<file path="src/rtl/div_iter_pkg.sv">
// Shared defines for the integer execution unit: ALU op codes, divider FSM states
// and the default operand width.
package div_iter_pkg;

    localparam int unsigned DivWidth = 32;

    typedef enum logic [3:0] {
        AluAdd,
        AluSub,
        AluAnd,
        AluOr,
        AluXor,
        AluSll,
        AluSrl,
        AluSra,
        AluSlt,
        AluSltu,
        DivStart,
        DivStop
    } alu_op_e;

    typedef enum logic [1:0] {
        DivIdle,
        DivBusy,
        DivDzero,
        DivDone
    } div_state_e;

endpackage

</file>
<file path="src/rtl/div_iter_step.sv">
// One restoring-division step: shift in the next dividend bit, subtract the divisor
// when it fits, and report the quotient bit.
module div_step #(
    parameter int unsigned W = 32
) (
    input  logic [W-1:0] rem,
    input  logic         dvd_bit,
    input  logic [W-1:0] divisor,
    output logic [W-1:0] rem_next,
    output logic         q_bit
);

    logic [W:0] shifted;
    logic [W:0] diff;

    // One extra bit: the shifted remainder can reach 2*divisor-1, which may exceed W bits.
    always_comb begin
        shifted  = {rem, dvd_bit};
        diff     = shifted - {1'b0, divisor};
        q_bit    = ~diff[W];
        rem_next = q_bit ? diff[W-1:0] : shifted[W-1:0];
    end

endmodule

</file>
<file path="src/rtl/div_iter.sv">
// Iterative restoring divider (DIV/DIVU), one quotient bit per cycle, with annul
// and a zero-divisor fast path. result = {remainder, quotient}.
module div_iter
    import div_iter_pkg::*;
#(
    parameter int unsigned W  = DivWidth,
    parameter int unsigned CW = $clog2(W) + 1
) (
    input  logic           clk,
    input  logic           rst,
    input  logic           start,
    input  logic           signed_div,
    input  logic [W-1:0]   dividend,
    input  logic [W-1:0]   divisor,
    input  logic           annul,
    output logic [2*W-1:0] result,
    output logic           ready,
    output logic           div_zero,
    output logic           busy
);

    div_state_e     state_q, state_d;
    logic [CW-1:0]  cnt_q, cnt_d;
    logic [W-1:0]   rem_q, rem_d;
    logic [W-1:0]   dvd_q, dvd_d;
    logic [W-1:0]   dvs_q, dvs_d;
    logic           negq_q, negq_d;
    logic           negr_q, negr_d;
    logic [2*W-1:0] result_q, result_d;
    logic           div_zero_q, div_zero_d;

    logic [W-1:0]   step_rem;
    logic           step_q;
    logic [W-1:0]   quo_next;

    div_step #(
        .W(W)
    ) u_step (
        .rem     (rem_q),
        .dvd_bit (dvd_q[W-1]),
        .divisor (dvs_q),
        .rem_next(step_rem),
        .q_bit   (step_q)
    );

    // Dividend register doubles as the quotient register as bits shift out.
    assign quo_next = {dvd_q[W-2:0], step_q};

    always_comb begin
        state_d    = state_q;
        cnt_d      = cnt_q;
        rem_d      = rem_q;
        dvd_d      = dvd_q;
        dvs_d      = dvs_q;
        negq_d     = negq_q;
        negr_d     = negr_q;
        result_d   = result_q;
        div_zero_d = div_zero_q;

        unique case (state_q)
            DivIdle: begin
                if (start && !annul) begin
                    dvd_d   = (signed_div && dividend[W-1]) ? -dividend : dividend;
                    dvs_d   = (signed_div && divisor[W-1]) ? -divisor : divisor;
                    negq_d  = signed_div & (dividend[W-1] ^ divisor[W-1]);
                    negr_d  = signed_div & dividend[W-1];
                    rem_d   = '0;
                    cnt_d   = '0;
                    state_d = (divisor == '0) ? DivDzero : DivBusy;
                end
            end
            DivBusy: begin
                if (annul) begin
                    state_d = DivIdle;
                end else begin
                    rem_d = step_rem;
                    dvd_d = quo_next;
                    cnt_d = cnt_q + CW'(1);
                    if (cnt_q == CW'(W - 1)) begin
                        state_d    = DivDone;
                        result_d   = {negr_q ? -step_rem : step_rem,
                                      negq_q ? -quo_next : quo_next};
                        div_zero_d = 1'b0;
                    end
                end
            end
            DivDzero: begin
                if (annul) begin
                    state_d = DivIdle;
                end else begin
                    // Undo the magnitude conversion to return the dividend as issued.
                    state_d    = DivDone;
                    result_d   = {negr_q ? -dvd_q : dvd_q, {W{1'b1}}};
                    div_zero_d = 1'b1;
                end
            end
            DivDone: begin
                state_d = DivIdle;
            end
            default: begin
                state_d = DivIdle;
            end
        endcase
    end

    always_ff @(posedge clk) begin
        if (rst) begin
            state_q    <= DivIdle;
            cnt_q      <= '0;
            rem_q      <= '0;
            dvd_q      <= '0;
            dvs_q      <= '0;
            negq_q     <= 1'b0;
            negr_q     <= 1'b0;
            result_q   <= '0;
            div_zero_q <= 1'b0;
        end else begin
            state_q    <= state_d;
            cnt_q      <= cnt_d;
            rem_q      <= rem_d;
            dvd_q      <= dvd_d;
            dvs_q      <= dvs_d;
            negq_q     <= negq_d;
            negr_q     <= negr_d;
            result_q   <= result_d;
            div_zero_q <= div_zero_d;
        end
    end

    assign result   = result_q;
    assign div_zero = div_zero_q;
    assign ready    = (state_q == DivDone) && !annul;
    assign busy     = !rst && (((state_q == DivIdle) && start && !annul) ||
                               (state_q == DivBusy) || (state_q == DivDzero));

endmodule

</file>
<file path="config.mk">
export PLATFORM = sky130hd
export DESIGN_NAME = div_iter
export DESIGN_NICKNAME = d
export VERILOG_FILES = /design/src/rtl/div_iter_pkg.sv /design/src/rtl/div_iter_step.sv /design/src/rtl/div_iter.sv
export SDC_FILE = /design/constraint.sdc
export NUM_CORES = 1
export LEC_CHECK = 0
export CAP_MARGIN = 5
export CORE_ASPECT_RATIO = 1.75
export CORE_UTILIZATION = 25
export CTS_CLUSTER_SIZE = 8
export DETAILED_ROUTE_END_ITERATION = 12
export SKIP_CTS_REPAIR_TIMING = 1
export SLEW_MARGIN = 10
export SYNTH_ARGS = -nofsm -noshare
export SYNTH_HDL_FRONTEND = slang
export SYNTH_SLANG_ARGS = --single-unit
</file>
<file path="constraint.sdc">
create_clock -name clk -period 6.4 [get_ports clk]
set_input_delay 0.96 -clock clk [delete_from_list [all_inputs] [get_ports clk]]
set_output_delay 0.96 -clock clk [all_outputs]
set_load 0.03 [all_outputs]
</file>
== Yosys cells after proc, flatten, opt, wreduce, memory -nomap -nowiden ==
Index checks and enable logic that the tools add are counted.

* Input port bits: 69
* Register bits: 171
* Bits in latches: 0
* Memory bits (read-only): 0
* Word-level logic and storage cells: 77
* Memory bits (writable): 0
* Memories kept: 0

* $lt $le $gt $ge: 0
* Divide/modulo/power cells: 0
* Reduce and logical (&&, ||, !) cells: 19
* Add/sub/neg operators: 7
* Mux-type cells: 29
* Bitwise gates (word level): 4
* Eq/ne operators: 9
* $mul: 0
* Shifts and indexed selects: 0

{| class="wikitable"
|+ Operators by type and width
! kind !! count
|-
| $mux W32 || 10
|-
| $mux W64 || 3
|-
| $neg A32 Y32 || 5
|-
| $pmux W32 S2 || 2
|-
| $pmux W64 S2 || 1
|-
| $sub A33 B32 Y33 || 1
|-
| $logic_not A32 Y1 || 1
|-
| $mux W6 || 2
|-
| $pmux W6 S2 || 1
|-
| $mux W2 || 5
|-
| $ne A2 B2 Y1 const B || 4
|-
| $pmux W2 S4 || 1
|-
| $logic_and A1 B1 Y1 || 7
|-
| $add A6 B1 Y6 const B || 1
|-
| $eq A6 B5 Y1 const B || 1
|-
| $eq A2 B2 Y1 const B || 2
|-
| $reduce_and A2 Y1 || 2
|-
| $reduce_and A4 Y1 || 1
|-
| $reduce_bool A2 Y1 || 2
|-
| $mux W1 || 3
|-
| $ne A3 B3 Y1 const B || 1
|-
| $reduce_and A3 Y1 || 1
|-
| $and A1 B1 Y1 || 2
|-
| $eq A2 B1 Y1 const B || 1
|-
| 6 further kinds || 8
|}

== Logic depth before layout (Yosys ltp) ==
* Word-level depth: 7
* Depth in mapped cells: 26
* Mapped depth without buffers: 21

== By module ==
Synthesis repeated with hierarchy kept, for this count alone.

* Cell total of the unflattened synthesis: 1590
* Area total of the unflattened synthesis: 12404.4 µm²

{| class="wikitable"
|+ By module, submodules not included
! module !! times used !! area an instance (µm²) !! cells an instance
|-
| div_iter || 1 || 10045.9 || 1285
|-
| div_step || 1 || 2358.5 || 305
|}

== Worst setup path after synthesis ==
Ideal clock, no wire load.

* Path kind: register -> register
* Start point: register dvd_q[31]
* End point: register result_q[62], in the netlist result[62]
* Period minus slack after synthesis: 4912 ps
* Data arrival time: 4809 ps
* Path slack: 1488 ps
* Library setup time: 103 ps
* Stages on the path, launching flop included: 27
* Buffers on the path: 5
* Cells stage by stage: dfxtp_1 -> inv_1 -> ha_1 -> inv_1 -> fa_1 -> nand3_1 -> a211oi_1 -> o211ai_1 -> o211ai_2 -> nor3_1 -> nor2_1 -> buf_4 -> inv_1 -> buf_2 -> buf_2 -> buf_1 -> nor2_1 -> a21oi_1 -> ha_1 -> buf_2 -> nand4b_1 -> a21oi_1 -> a41oi_1 -> or3_4 -> o41ai_4 -> xnor2_1 -> a2111oi_2

* Cells in the longest elaborated chain, start to end: 7

{| class="wikitable"
|+ RTL lines
! what !! RTL line !! RTL
|-
| start, declared || div_iter.sv:25 || <nowiki>logic [W-1:0] dvd_q, dvd_d;</nowiki>
|-
| start signal, assigned || div_iter.sv:121 || <nowiki>dvd_q <= dvd_d;</nowiki>
|-
| $sub A33 B32 Y33 || div_iter_step.sv:19 || <nowiki>diff = shifted - {1'b0, divisor};</nowiki>
|-
| $mux W32 (*) || div_iter_step.sv:21 || <nowiki>rem_next = q_bit ? diff[W-1:0] : shifted[W-1:0];</nowiki>
|-
| $neg A32 Y32 || div_iter.sv:81 || <nowiki>result_d = {negr_q ? -step_rem : step_rem,</nowiki>
|-
| $mux W32 (*) || div_iter.sv:81 ||
|-
| $mux W64 (*) || div_iter.sv:79 || <nowiki>if (cnt_q == CW'(W - 1)) begin</nowiki>
|-
| $mux W64 (*) || div_iter.sv:73 || <nowiki>if (annul) begin</nowiki>
|-
| $pmux W64 S2 (*) || div_iter.sv:60 || <nowiki>unique case (state_q)</nowiki>
|-
| end signal, assigned || div_iter.sv:125 || <nowiki>result_q <= result_d;</nowiki>
|-
| end, declared || div_iter.sv:29 || <nowiki>logic [2*W-1:0] result_q, result_d;</nowiki>
|}

Mark *: on every way between the ends. The rest lies on a longest branch, timed or not. The select of a mux whose other input is x is not followed.
A chain may end at the register's enable or synchronous reset.

== Worst setup path in the final report ==
* Start point: register rem_q[18]
* End point: register result_q[62], in the netlist result[62]

* Cells in the longest elaborated chain, start to end: 7

{| class="wikitable"
|+ RTL lines
! what !! RTL line !! RTL
|-
| start, declared || div_iter.sv:24 || <nowiki>logic [W-1:0] rem_q, rem_d;</nowiki>
|-
| start signal, assigned || div_iter.sv:120 || <nowiki>rem_q <= rem_d;</nowiki>
|-
| $sub A33 B32 Y33 || div_iter_step.sv:19 ||
|-
| $mux W32 (*) || div_iter_step.sv:21 ||
|-
| $neg A32 Y32 || div_iter.sv:81 ||
|-
| $mux W32 (*) || div_iter.sv:81 ||
|-
| $mux W64 (*) || div_iter.sv:79 ||
|-
| $mux W64 (*) || div_iter.sv:73 ||
|-
| $pmux W64 S2 (*) || div_iter.sv:60 ||
|}

Marked as above.

==> impl_metrics.py <==
metrics = {
    "yosys": {
        "synthArstFlopShare": 0,
        "synth_edf_count": 0,
        "synth-simple-area-share": 0.242,
        "synthDistinctLibCells": 99,
        "synth_flop_cell": "dfxtp_1",
        "ys_ff_latch": 171,
        "yosysMostFrequentCell": "nor2_1",
        "synthAdderAreaFrac": 0.0417,
        "synth_compound_area_frac": 0.278,
        "synth_seq_area_share": 0.262,
        "avgSynthCellArea_um2": 7.28,
        "synth_top_family_by_area": "compound AO/OA/AOI/OAI gates",
        "synth.area.top_cells": "dfxtp_1 (26%), nor2_1 (6.4%), nand2_1 (6.0%)",
        "synth-xor-area-share": 0.0878,
        "synth.cell_area_um2": 13100,
        "muxShareOfSynthArea": 0.0240,
        "yosysTopAreaCellShare": 0.262,
        "syn_nets": 1907,
        "netlist.top_cell.by_area": "dfxtp_1",
        "synth_commonest_cells": "nor2_1 (223), nand2_1 (208), dfxtp_1 (171)",
        "synth_warnings": 0,
        "synth_cells": 1795,
    },
    "worst_setup_path": {
        "worstPathCellList": "ha_1 -> nand2_1 -> o21a_1 -> or2_2 -> a211oi_2 -> o21a_2 -> nor2_4 -> inv_1 -> buf_4 -> nor2_1 -> a21oi_1 -> ha_1 -> nand4b_1 -> a21oi_1 -> a41oi_1 -> or3_4 -> o41ai_4 -> xnor2_1 -> a2111oi_2",
        "path_delay_family": "compound AO/OA/AOI/OAI gates",
        "start_kind": "flop",
        "arrival_ns": 5.77,
        "r2r_cells": 19,
        "cp_slowest_stage_delay_ns": 0.53,
        "critPathKind": "flop to flop",
        "r2r_slack_ns": 0.99,
        "cp_num_cells": 19,
        "timing.critical_path.buf_inv": 2,
        "critPathCaptureType": "flop",
        "crit_required_ns": 6.76,
        "crit_fanout": 14,
        "slowest_stage": "ha_1",
    },
    "cells_and_area": {
        "instances_no_fill": 2520,
        "drive_gt1_frac": 0.0633,
        "syn2layout_area_growth_pct": 18.3,
        "nets": 1948,
        "num_antenna_cells": 0,
        "fin_util": 0.300,
    },
    "timing": {
        "hold_viol_final": 0,
        "finalCritPeriodShare": 0.845,
        "grt_setup_unrepaired": "false",
        "finalSetupTns_ns": 0,
        "worst_slack_ns": 0.994,
        "worst_pin_slew_ns": 1.17,
        "period_needed_ns": 5.41,
        "clock.fmax_mhz": 185,
        "hold_slack_ns": 0.453,
        "slew_viol_final": 0,
        "slew_headroom": 0.209,
        "fin_skew_ns": 0.00991,
        "setup_viol": 0,
    },
    "status": {
        "status": "finished clean",
    },
    "power": {
        "comb_power_share": 0.588,
        "power_frac_clock": 0.177,
        "cellInternalPower_mw": 3.29,
        "netSwitchingPower_mw": 3.21,
        "p_seq_frac": 0.235,
        "power_leakage_nw": 5.41,
        "ir_drop_v": 0.000254,
        "p_sw_frac": 0.494,
        "p_per_area_nw_per_um2": 420,
    },
    "clocking": {
        "clk_latency_ns": 0.47,
        "cts_tree": "yes",
        "cts_num_sinks": 171,
        "cts_root_buf": "clkbuf_16",
        "clk_pin_slew_worst_paths_ns": 0.07,
        "cts_buffers": 17,
        "cts-htree-levels": 4,
        "clock_path_buffers": 2,
    },
    "drt": {
        "finalWirelength_mm": 49.7,
        "firstDrtPassIters": 5,
        "num_vias": 13394,
        "avgViaCountPerCell": 5.32,
        "wl_per_cell_um": 19.7,
        "drc": 0,
        "drt_iter0_drc": 783,
        "antenna_left": 0,
    },
    "global_routing": {
        "antenna_found_initial": 0,
        "grt_pass1_vias": 13204,
        "grt.overflow.total": 0,
        "grt_max_degree": 72,
        "grt_pass1_wl_mm": 76.2,
        "grt_use_total": 0.185,
    },
    "min_path": {
        "min_path_type": "flop to flop",
        "whs_path_depth": 2,
    },
    "die": {
        "initial_utilization": 0.254,
        "ios": 136,
        "die_area_um2": 53200,
        "die_h_um": 304,
        "rows": 110,
        "fp.coreArea_um2": 51500,
        "die_w_um": 175,
    },
    "placed_design": {
        "dpl.cell_count": 2489,
        "gp_congestion": 0.940,
        "dpl_worst_slack_ns": 1.13,
        "dp_hpwl_mm": 38.8,
        "port_buffers": 135,
    },
    "flow_run": {
        "maxCapViolCount": 0,
    },
}
-- worst paths after layout --
check / start / to
worst max-delay path: rem_q[18] / result[62]
worst max register to register: rem_q[18] / result[62]
worst min register to register: dvs_q[31] / dvs_q[31]
worst min-delay path: dvs_q[31] / dvs_q[31]
-- cells in the final DEF, fill, tap and decap left out, types with 5 or more instances in the layout --
cell type and n:
a21oi_1 150, a211oi_1 78, o41ai_1 13, nor2b_1 10
o21ai_1 7, a31oi_1 13, or3_1 30, nand2b_1 14
ha_1 40, o31ai_1 18, buf_4 24, a22oi_1 19
nand3_1 28, clkdlybuf4s50_1 134, a311oi_1 15, nor4_1 21
nor2_1 220, o21ai_0 129, nand4_1 18, or4_1 16
or2_2 10, xor2_1 89, inv_1 54, a21o_1 9
mux2i_1 19, a211o_1 7, dfxtp_1 170, clkbuf_16 17
nor3_1 42, and2_1 11, and3_1 11, nand2_1 208
o211ai_1 14, mux2_2 9, o21a_1 7, xnor2_1 42
o31a_1 5, o311ai_0 6
-- power groups by stage --
stage,clock network (mW),registers (mW),logic (mW)
2_1_floorplan,0,1.63,2.49
4_1_cts,1.17,1.52,3.79
3_3_place_gp,0,1.54,3.75
3_5_place_dp,0,1.55,3.78
5_1_grt,1.21,1.55,4.15
6_report,1.15,1.53,3.82
-- kinds of logic (layout without fill, tap and decap cells) --
family / count (synthesis) / count (layout)
simple gates: 676 / 676
flops: 171 / 171
compound gates: 554 / 554
fa+ha+maj: 43 / 43
mux: 29 / 29
xor+xnor: 131 / 131
buf+inv: 191 / 244
-- per-layer routing --
metal,GRT usage,part of all wire,up-vias
met2,0.335,0.51,434
met3,0.0271,0.040,139
met5,0,0,-
met1,0.189,0.37,6274
met4,0.142,0.074,0
li1,-,-,6547
-- tightest hold or removal path, stage by stage, from the launching register on --
cell	delay, ns
dfxtp_1	0.31
nand2_1	0.05
a21oi_1	0.05
-- through the flow --
step	power, mW	instance area (um2)
global route	6.91	15500
CTS	6.49	15500
detailed placement	5.33	14800
finish	6.50	15500
floorplan	4.12	13100
global placement	5.29	14800
-- flip-flops by register name, summed over array words and instances (netlist names) --
| name | cells |
|---|---|
| result | 64 |
| dvd_q | 32 |
| negq_q | 1 |
| rem_q | 32 |
| dvs_q | 32 |
| cnt_q | 6 |
| div_zero | 1 |
| negr_q | 1 |
| state_q | 2 |
-- final cells by class --
class	instances	area, um2
multi-input cells	1433	8850
clock buffers	20	457
repair buffers	158	1520
clock inverters	11	169
well taps	672	841
fillers	5619	36000
inverters	55	206
flip-flops and latches	171	3420
Power figures use the tool's default switching activity.
